### config.mk
export PLATFORM = sky130hd
export DESIGN_NAME = mmcm_rst_sequencer
export DESIGN_NICKNAME = d
export VERILOG_FILES = /design/src/rtl/mmcm_rst_sequencer.sv
export SDC_FILE = /design/constraint.sdc
export NUM_CORES = 1
export LEC_CHECK = 0
export CAP_MARGIN = 10
export CELL_PAD_IN_SITES_DETAIL_PLACEMENT = 0
export CELL_PAD_IN_SITES_GLOBAL_PLACEMENT = 1
export CORE_AREA = 2 2 85 87
export DETAILED_ROUTE_END_ITERATION = 6
export DIE_AREA = 0 0 87 89
export PLACE_DENSITY_LB_ADDON = 0.1
export SYNTH_ARGS = -nofsm -noshare
export SYNTH_HDL_FRONTEND = slang
export SYNTH_SLANG_ARGS = --single-unit
### constraint.sdc
create_clock -name clk_in -period 3 [get_ports clk_in]
set_input_delay 0.6 -clock clk_in [delete_from_list [all_inputs] [get_ports clk_in]]
set_output_delay 0.6 -clock clk_in [all_outputs]
set_load 0.1 [all_outputs]
### src/rtl/mmcm_rst_sequencer.sv
// rtl/mmcm_rst_sequencer.sv - MMCM reset pulse, lock qualification and staggered domain reset release
//
// Purpose:
//    Supervises one MMCM from the free-running board clock. After rst_in it
//    pulses the MMCM reset, then waits for LOCKED. LOCKED must stay high for
//    LOCK_STABLE_CYCLES before the per-domain resets are released one by one,
//    lowest index first. If LOCKED does not appear in time, the MMCM is reset
//    again. After MAX_RETRIES timeouts (when non-zero) the block parks in FAIL.
//    If lock is lost after it was seen, every domain goes back into reset and
//    the block waits for lock again without resetting the MMCM.
//
// Ports:
//    clk_in     in   free-running reference clock (never an MMCM output)
//    rst_in     in   synchronous active-high reset
//    mmcm_lock  in   MMCM LOCKED, asynchronous to clk_in
//    mmcm_rst   out  MMCM RST
//    rst_out    out  [NUM_RST] active-high domain resets. Bit i is for clk_out(i)
//    all_ready  out  every domain reset released
//    retry_cnt  out  [8] lock timeouts since rst_in, saturating at 255
//    lock_fail  out  sticky, retries exhausted

module mmcm_rst_sequencer #(
   parameter int NUM_RST             = 7,
   parameter int LOCK_SYNC_STAGES    = 3,
   parameter int MMCM_RST_CYCLES     = 16,
   parameter int LOCK_STABLE_CYCLES  = 1024,
   parameter int LOCK_TIMEOUT_CYCLES = 65536,
   parameter int RST_STAGGER_CYCLES  = 8,
   parameter int MAX_RETRIES         = 0
) (
   input  logic               clk_in,
   input  logic               rst_in,
   input  logic               mmcm_lock,
   output logic               mmcm_rst,
   output logic [NUM_RST-1:0] rst_out,
   output logic               all_ready,
   output logic [7:0]         retry_cnt,
   output logic               lock_fail
);

   localparam int RST_CW = $clog2(MMCM_RST_CYCLES) + 1;
   localparam int STB_CW = $clog2(LOCK_STABLE_CYCLES) + 1;
   localparam int TO_CW  = $clog2(LOCK_TIMEOUT_CYCLES) + 1;
   localparam int STG_CW = $clog2(RST_STAGGER_CYCLES) + 1;

   // Terminal values: each counter compares against the last count value
   // instead of counting past it, so none of them can wrap.
   localparam logic [RST_CW-1:0] RST_LAST = RST_CW'(MMCM_RST_CYCLES - 1);
   localparam logic [STB_CW-1:0] STB_LAST = STB_CW'(LOCK_STABLE_CYCLES - 1);
   localparam logic [TO_CW-1:0]  TO_LAST  = TO_CW'(LOCK_TIMEOUT_CYCLES - 1);
   localparam logic [STG_CW-1:0] STG_LAST = STG_CW'(RST_STAGGER_CYCLES - 1);

   localparam logic [7:0]         MAX_R    = 8'(MAX_RETRIES);
   localparam logic [NUM_RST-1:0] ALL_ONES = '1;

   typedef enum logic [2:0] {
      S_MMCM_RST  = 3'd0,
      S_WAIT_LOCK = 3'd1,
      S_STABLE    = 3'd2,
      S_RELEASE   = 3'd3,
      S_RUN       = 3'd4,
      S_FAIL      = 3'd5
   } state_t;

   state_t                    state_q, state_d;
   logic [LOCK_SYNC_STAGES-1:0] sync_q, sync_d;
   logic [RST_CW-1:0]         rst_cnt_q, rst_cnt_d;
   logic [STB_CW-1:0]         stb_cnt_q, stb_cnt_d;
   logic [TO_CW-1:0]          to_cnt_q, to_cnt_d;
   logic [STG_CW-1:0]         stg_cnt_q, stg_cnt_d;
   logic                      mmcm_rst_q, mmcm_rst_d;
   logic [NUM_RST-1:0]        rst_out_q, rst_out_d;
   logic                      all_ready_q, all_ready_d;
   logic [7:0]                retry_cnt_q, retry_cnt_d;
   logic                      lock_fail_q, lock_fail_d;

   logic                      lock_s;
   logic [7:0]                retry_inc;

   // Only the last synchroniser flop is ever looked at.
   assign lock_s = sync_q[LOCK_SYNC_STAGES-1];

   assign retry_inc = (retry_cnt_q == 8'hFF) ? 8'hFF : retry_cnt_q + 8'd1;

   always_comb begin
      state_d     = state_q;
      sync_d      = {sync_q[LOCK_SYNC_STAGES-2:0], mmcm_lock};
      rst_cnt_d   = rst_cnt_q;
      stb_cnt_d   = stb_cnt_q;
      to_cnt_d    = to_cnt_q;
      stg_cnt_d   = stg_cnt_q;
      mmcm_rst_d  = mmcm_rst_q;
      rst_out_d   = rst_out_q;
      all_ready_d = all_ready_q;
      retry_cnt_d = retry_cnt_q;
      lock_fail_d = lock_fail_q;

      case (state_q)
         S_MMCM_RST: begin
            mmcm_rst_d  = 1'b1;
            rst_out_d   = ALL_ONES;
            all_ready_d = 1'b0;
            if (rst_cnt_q == RST_LAST) begin
               mmcm_rst_d = 1'b0;
               rst_cnt_d  = '0;
               to_cnt_d   = '0;
               state_d    = S_WAIT_LOCK;
            end else begin
               rst_cnt_d = rst_cnt_q + RST_CW'(1);
            end
         end

         S_WAIT_LOCK: begin
            if (lock_s) begin
               stb_cnt_d = '0;
               state_d   = S_STABLE;
            end else if (to_cnt_q == TO_LAST) begin
               // Lock timeout: count it, then either retry or give up.
               retry_cnt_d = retry_inc;
               to_cnt_d    = '0;
               mmcm_rst_d  = 1'b1;
               if ((MAX_RETRIES != 0) && (retry_inc == MAX_R)) begin
                  lock_fail_d = 1'b1;
                  state_d     = S_FAIL;
               end else begin
                  rst_cnt_d = '0;
                  state_d   = S_MMCM_RST;
               end
            end else begin
               to_cnt_d = to_cnt_q + TO_CW'(1);
            end
         end

         S_STABLE: begin
            if (!lock_s) begin
               // A single low sample discards the stability run so far.
               stb_cnt_d = '0;
               to_cnt_d  = '0;
               state_d   = S_WAIT_LOCK;
            end else if (stb_cnt_q == STB_LAST) begin
               // Bit 0 is released on the same edge RELEASE is entered.
               stb_cnt_d = '0;
               stg_cnt_d = '0;
               rst_out_d = ALL_ONES << 1;
               state_d   = S_RELEASE;
            end else begin
               stb_cnt_d = stb_cnt_q + STB_CW'(1);
            end
         end

         S_RELEASE: begin
            if (!lock_s) begin
               rst_out_d   = ALL_ONES;
               all_ready_d = 1'b0;
               stg_cnt_d   = '0;
               to_cnt_d    = '0;
               state_d     = S_WAIT_LOCK;
            end else if (rst_out_q == '0) begin
               all_ready_d = 1'b1;
               stg_cnt_d   = '0;
               state_d     = S_RUN;
            end else if (stg_cnt_q == STG_LAST) begin
               // Shifting in zeros from the bottom releases strictly in index order.
               stg_cnt_d = '0;
               rst_out_d = rst_out_q << 1;
            end else begin
               stg_cnt_d = stg_cnt_q + STG_CW'(1);
            end
         end

         S_RUN: begin
            if (!lock_s) begin
               rst_out_d   = ALL_ONES;
               all_ready_d = 1'b0;
               to_cnt_d    = '0;
               state_d     = S_WAIT_LOCK;
            end
         end

         S_FAIL: begin
            // Terminal until rst_in: lock is deliberately ignored here.
            mmcm_rst_d  = 1'b1;
            rst_out_d   = ALL_ONES;
            all_ready_d = 1'b0;
            lock_fail_d = 1'b1;
         end

         default: begin
            mmcm_rst_d  = 1'b1;
            rst_out_d   = ALL_ONES;
            all_ready_d = 1'b0;
            rst_cnt_d   = '0;
            state_d     = S_MMCM_RST;
         end
      endcase
   end

   always_ff @(posedge clk_in) begin
      if (rst_in) begin
         state_q     <= S_MMCM_RST;
         sync_q      <= '0;
         rst_cnt_q   <= '0;
         stb_cnt_q   <= '0;
         to_cnt_q    <= '0;
         stg_cnt_q   <= '0;
         mmcm_rst_q  <= 1'b1;
         rst_out_q   <= ALL_ONES;
         all_ready_q <= 1'b0;
         retry_cnt_q <= 8'd0;
         lock_fail_q <= 1'b0;
      end else begin
         state_q     <= state_d;
         sync_q      <= sync_d;
         rst_cnt_q   <= rst_cnt_d;
         stb_cnt_q   <= stb_cnt_d;
         to_cnt_q    <= to_cnt_d;
         stg_cnt_q   <= stg_cnt_d;
         mmcm_rst_q  <= mmcm_rst_d;
         rst_out_q   <= rst_out_d;
         all_ready_q <= all_ready_d;
         retry_cnt_q <= retry_cnt_d;
         lock_fail_q <= lock_fail_d;
      end
   end

   assign mmcm_rst  = mmcm_rst_q;
   assign rst_out   = rst_out_q;
   assign all_ready = all_ready_q;
   assign retry_cnt = retry_cnt_q;
   assign lock_fail = lock_fail_q;

endmodule
# Word level (Yosys, flattened, before mapping)
# Index checks and enable logic that the tools add are counted.
[word_totals]
out_inout_bits = 18
in_bits = 3
register_bits = 61
[classes]
addsub = 5
n_eq_ne = 23
n_mux = 44
bitwise = 6
n_reduce_logical = 17
[ops]
columns = ["op", "count"]
rows = [
  ["$mux W17", 4],
  ["$pmux W17 S3", 1],
  ["$mux W7", 6],
  ["$mux W11", 3],
  ["$pmux W7 S4", 1],
  ["$mux W3", 8],
  ["$pmux W11 S2", 1],
  ["$mux W4", 5],
  ["$pmux W3 S6", 1],
  ["$add A17 B1 Y17 const B", 1],
  ["$eq A17 B16 Y1 const B", 1],
  ["$ne A2 B2 Y1 const B", 8],
  ["$mux W5", 3],
  ["$ne A3 B3 Y1 const B", 5],
  ["$pmux W5 S3", 1],
  ["$reduce_and A3 Y1", 5],
  ["$reduce_and A6 Y1", 2],
  ["$add A11 B1 Y11 const B", 1],
  ["$eq A11 B10 Y1 const B", 1],
  ["$add A8 B1 Y8 const B", 1],
  ["$eq A8 B8 Y1 const B", 1],
  ["$mux W8", 1],
  ["$pmux W4 S2", 1],
  ["$logic_not A7 Y1", 1],
  ["18 further kinds", 32],
]

# Longest topological paths before layout
[depth]
word_depth = 5
mapped_depth = 8
depth_no_buf = 6

# Worst setup path before layout
# No wires, ideal clock.
[synth_timing]
path_kind = "register to register"
start = "reg rst_out_q[2], in the netlist rst_out[2]"
end = "reg all_ready_q, in the netlist all_ready"
stages_incl_launch_ff = 7
path_buffers = 1
t_required_ns = 2.881
t_arrival_ns = 2.207
slack_ns = 0.674
synth_period_minus_slack_ns = 2.326
cell_sequence = "dfxtp_1 -> nor4_1 -> a211oi_1 -> o21ai_0 -> a21o_1 -> clkbuf_1 -> o221a_2"
[synth_via]
elab_chain_cells = 3
[synth_rtl]
columns = ["element", "line", "source"]
rows = [
  ["from (decl)", "72", "logic [NUM_RST-1:0] rst_out_q, rst_out_d;"],
  ["from (signal assigned)", "219", "rst_out_q <= rst_out_d;"],
  ["$logic_not A7 Y1", "158", "end else if (rst_out_q == '0) begin"],
  ["$ne A3 B3 Y1 (no source line)", "-", ""],
  ["$reduce_and A3 Y1 (no source line)", "-", ""],
  ["to (signal assigned)", "220", "all_ready_q <= all_ready_d;"],
  ["to (decl)", "73", "logic all_ready_q, all_ready_d;"],
]
# Every way passes these cells.
# A chain may end at the register's enable or synchronous reset.

# Worst setup path in the final report
[layout_timing]
start = "reg state_q[0]"
end = "reg to_cnt_q[15]"
[layout_via]
elab_chain_cells = 4
word_cells_on_any_way = 12
cone_classes = "eq/ne (7); mux (1); reduce/logical (4)"
[layout_rtl]
columns = ["element", "line", "source"]
rows = [
  ["from (decl)", "65", "state_t state_q, state_d;"],
  ["from (signal assigned)", "212", "state_q <= state_d;"],
  ["$eq A3 B3 Y1 / $eq A3 B2 Y1 (equally long branches)", "98", "case (state_q)"],
  ["$reduce_or A3 Y1 (no source line)", "-", ""],
  ["$ne A2 B2 Y1 (no source line) / $reduce_bool A3 Y1 (equally long branches)", "-", ""],
  ["$reduce_and A4 Y1 (no source line)", "-", ""],
  ["to (signal assigned)", "216", "to_cnt_q <= to_cnt_d;"],
  ["to (decl)", "69", "logic [TO_CW-1:0] to_cnt_q, to_cnt_d;"],
]
# Several ways; a longest one is shown, not always the timed one.

==> impl_metrics.py <==
metrics = {
    "status": {
        "outcome": "finished, final reports clean",
    },
    "route": {
        "ant_nets": 0,
        "dr.pass1.iters": 5,
        "route.met2.wl_um": 3380,
        "top_layer": "met4",
        "wl_met3_um": 153,
        "via_count": 2869,
        "wl_per_cell_um": 14.8,
        "routed_via_density": 5.83,
        "drtIter0Drc": 140,
        "met1_length_um": 3630,
        "post-route-drc-count": 0,
        "finalWirelength_um": 7290,
    },
    "power_and_ir_drop": {
        "switching_share_pct": 25.4,
        "powerDensity_mw_per_mm2": 494,
        "clock_power_share_pct": 44.6,
        "comb_power_share_pct": 7.1,
        "leakage_nw": 1.19,
        "p_int_w": 0.00129,
        "ir_worst_vdd_uv": 213,
        "power.switching_w": 0.000441,
        "power_frac_seq_pct": 48.2,
    },
    "yosys": {
        "synth_compound_area_share_pct": 17.9,
        "synth.distinct_cells": 50,
        "syn_nets": 401,
        "ys_top_cells_by_count": "dfxtp_1, nor2_1, nand2_1",
        "ys_warn_count": 0,
        "ys_seq_elements": 61,
        "synthCells": 393,
        "yosys-top-cells-area": "dfxtp_1, nor2_1, nor3_1",
        "synthMuxAreaShare_pct": 2.90,
        "yosys.area.top_type": "dfxtp_1",
        "ys.flop_type": "dfxtp_1",
        "netlist_area_mm2": 0.00310,
        "synth_seq_area_share_pct": 39.4,
        "postSynthAreaPerCell_um2": 7.90,
        "synth_top_area_share_pct": 39.4,
        "synth_top_family_by_area": "simple AND/OR/NAND/NOR gates",
        "synth_xor_area_share_pct": 0.565,
        "async_flop_share_pct": 0,
        "synth_edf_count": 0,
        "synth_fa_ha_area_share_pct": 2.02,
        "synth-simple-area-share_pct": 33.6,
        "yosysMostFrequentCell": "dfxtp_1",
    },
    "sta": {
        "finalHoldViolCount": 0,
        "report.final.slew_viol_count": 0,
        "hold_ws_ns": 0.445,
        "finalSetupViolCount": 0,
        "timing.fmax_mhz": 418,
        "min_period_ns": 2.39,
        "min_period_over_period_pct": 79.7,
        "slew_headroom_pct": 28.9,
        "setup_tns_ns": 0,
        "rsz0062_at_grt": "false",
        "clock_skew_ns": 0.00832,
        "worst_pin_slew_ns": 1.06,
    },
    "worst_setup_path": {
        "r2r_cells": 5,
        "worst-path-max-fanout": 17,
        "cp.required_ns": 3.27,
        "critPathKind": "reg -> reg",
        "worst_setup_path_start_kind": "flop",
        "endpoint_kind": "flop",
        "worstPathArrival_ns": 2.66,
    },
    "place": {
        "dp_cells": 476,
        "gp_congestion": 0.825,
        "dpl.hpwl_um": 4930,
        "io_buffers": 20,
    },
    "cells_and_area": {
        "syn_to_final_growth_pct": 13.1,
        "drive_gt1_share_pct": 11.7,
        "antennaDiodeCount": 0,
        "fin_nets": 415,
        "fin_util_pct": 52.3,
        "finalNonFillerCells": 492,
    },
    "grt": {
        "grt_pass1_wl_um": 12400,
        "globalRouteOverflowTotal": 0,
        "grt_pass1_vias": 2712,
        "grt_use_total_pct": 19.9,
        "grt_max_degree": 25,
        "antenna_found_initial": 0,
    },
    "clock_network": {
        "clk_path_buf_depth": 2,
        "cts-buffers-inserted": 9,
        "clk_root_buffer_cell": "clkbuf_8",
        "htreeDepth": 3,
        "insertion_delay_ns": 0.35,
        "holdBufCountCts": 0,
        "cts_tree": "built",
        "clk_pin_slew_ns": 0.07,
        "cts_resized": 0,
        "cts_sinks": 61,
        "post_cts_buffers": 0,
    },
    "flow_run": {
        "drv_cap": 0,
    },
    "die": {
        "die_area_mm2": 0.00774,
        "die_w_um": 87,
        "core-area_mm2": 0.00672,
        "rows": 30,
        "fp.dieH_um": 89,
        "start_util_pct": 46.2,
        "ios": 21,
    },
    "hold_path": {
        "hold_path_depth": 1,
        "hp-class": "reg -> reg",
    },
}
logic make-up after synthesis:
family	count (synthesis)
compound gates	87
mux	9
simple gates	202
buf+inv	27
flops	61
fa+ha+maj	5
xor+xnor	2
area by class of cell:
class | instances | area (um^2)
clock inverter | 5 | 58.8
timing repair buffer | 25 | 188
inverter | 5 | 18.8
sequential | 61 | 1220
clock buffer | 11 | 151
fill | 672 | 3210
tap | 80 | 100
multi-input combinational | 305 | 1770
power groups by stage:
stage	Clock [W]	Combinational [W]	Sequential (W)
6_report	0.000774	0.000123	0.000836
5_1_grt	0.000819	0.000140	0.000838
2_1_floorplan	0	0.0000954	0.000852
4_1_cts	0.000785	0.000125	0.000836
3_3_place_gp	0	0.000123	0.000854
3_5_place_dp	0	0.000124	0.000854
layer usage:
metal / vias up / global-route usage, %
li1: 1481 / -
met1: 1349 / 24.6
met2: 26 / 34.1
met3: 13 / 3.05
met4: 0 / 9.09
met5: - / 0
layout by cell type (no fill, tap or decap), types with 7 or more instances in the layout:
master	Yosys	routed
buf_4	0	23
or3_1	13	13
mux2i_1	9	9
nand3_1	27	27
and3_1	8	8
a21oi_1	23	23
o21ai_0	17	17
nand4_1	8	8
nor3_1	28	27
nand3b_1	7	7
dfxtp_1	61	61
a31oi_1	21	21
nand2_1	35	35
nor2_1	42	42
nor2b_1	7	7
clkbuf_8	0	11
stage by stage:
stage | area (um^2) | setup slack [ns] | total power [W]
5_1_grt | 3510 | 0.461 | 0.00180
3_5_place_dp | 3300 | 0.655 | 0.000978
3_3_place_gp | 3300 | 0.737 | 0.000977
6_report | 3510 | 0.610 | 0.00173
2_1_floorplan | 3100 | 0.674 | 0.000948
4_1_cts | 3510 | 0.634 | 0.00175
worst max-delay path, cell delays in order, from the launching register on:
cell and delay (ns):
dfxtp_1 0.64, or3b_1 0.51, or2_4 0.29, a21o_4 0.22, or4_1 0.47, a31oi_1 0.18
final timing paths:
check | slack (ns) | end | startpoint
setup / recovery | 0.61 | to_cnt_q[15] | state_q[0]
hold / removal | 0.45 | sync_q[2] | sync_q[1]
setup reg to reg | 0.61 | to_cnt_q[15] | state_q[0]
hold reg to reg | 0.45 | sync_q[2] | sync_q[1]
registers in the layout, indices dropped and copies added, names as in the netlist:
signal / count
to_cnt_q: 17
lock_fail: 1
rst_cnt_q: 5
stg_cnt_q: 4
rst_out: 7
all_ready: 1
stb_cnt_q: 11
sync_q: 3
mmcm_rst: 1
retry_cnt: 8
state_q: 3
Power figures use the tool's default switching activity.
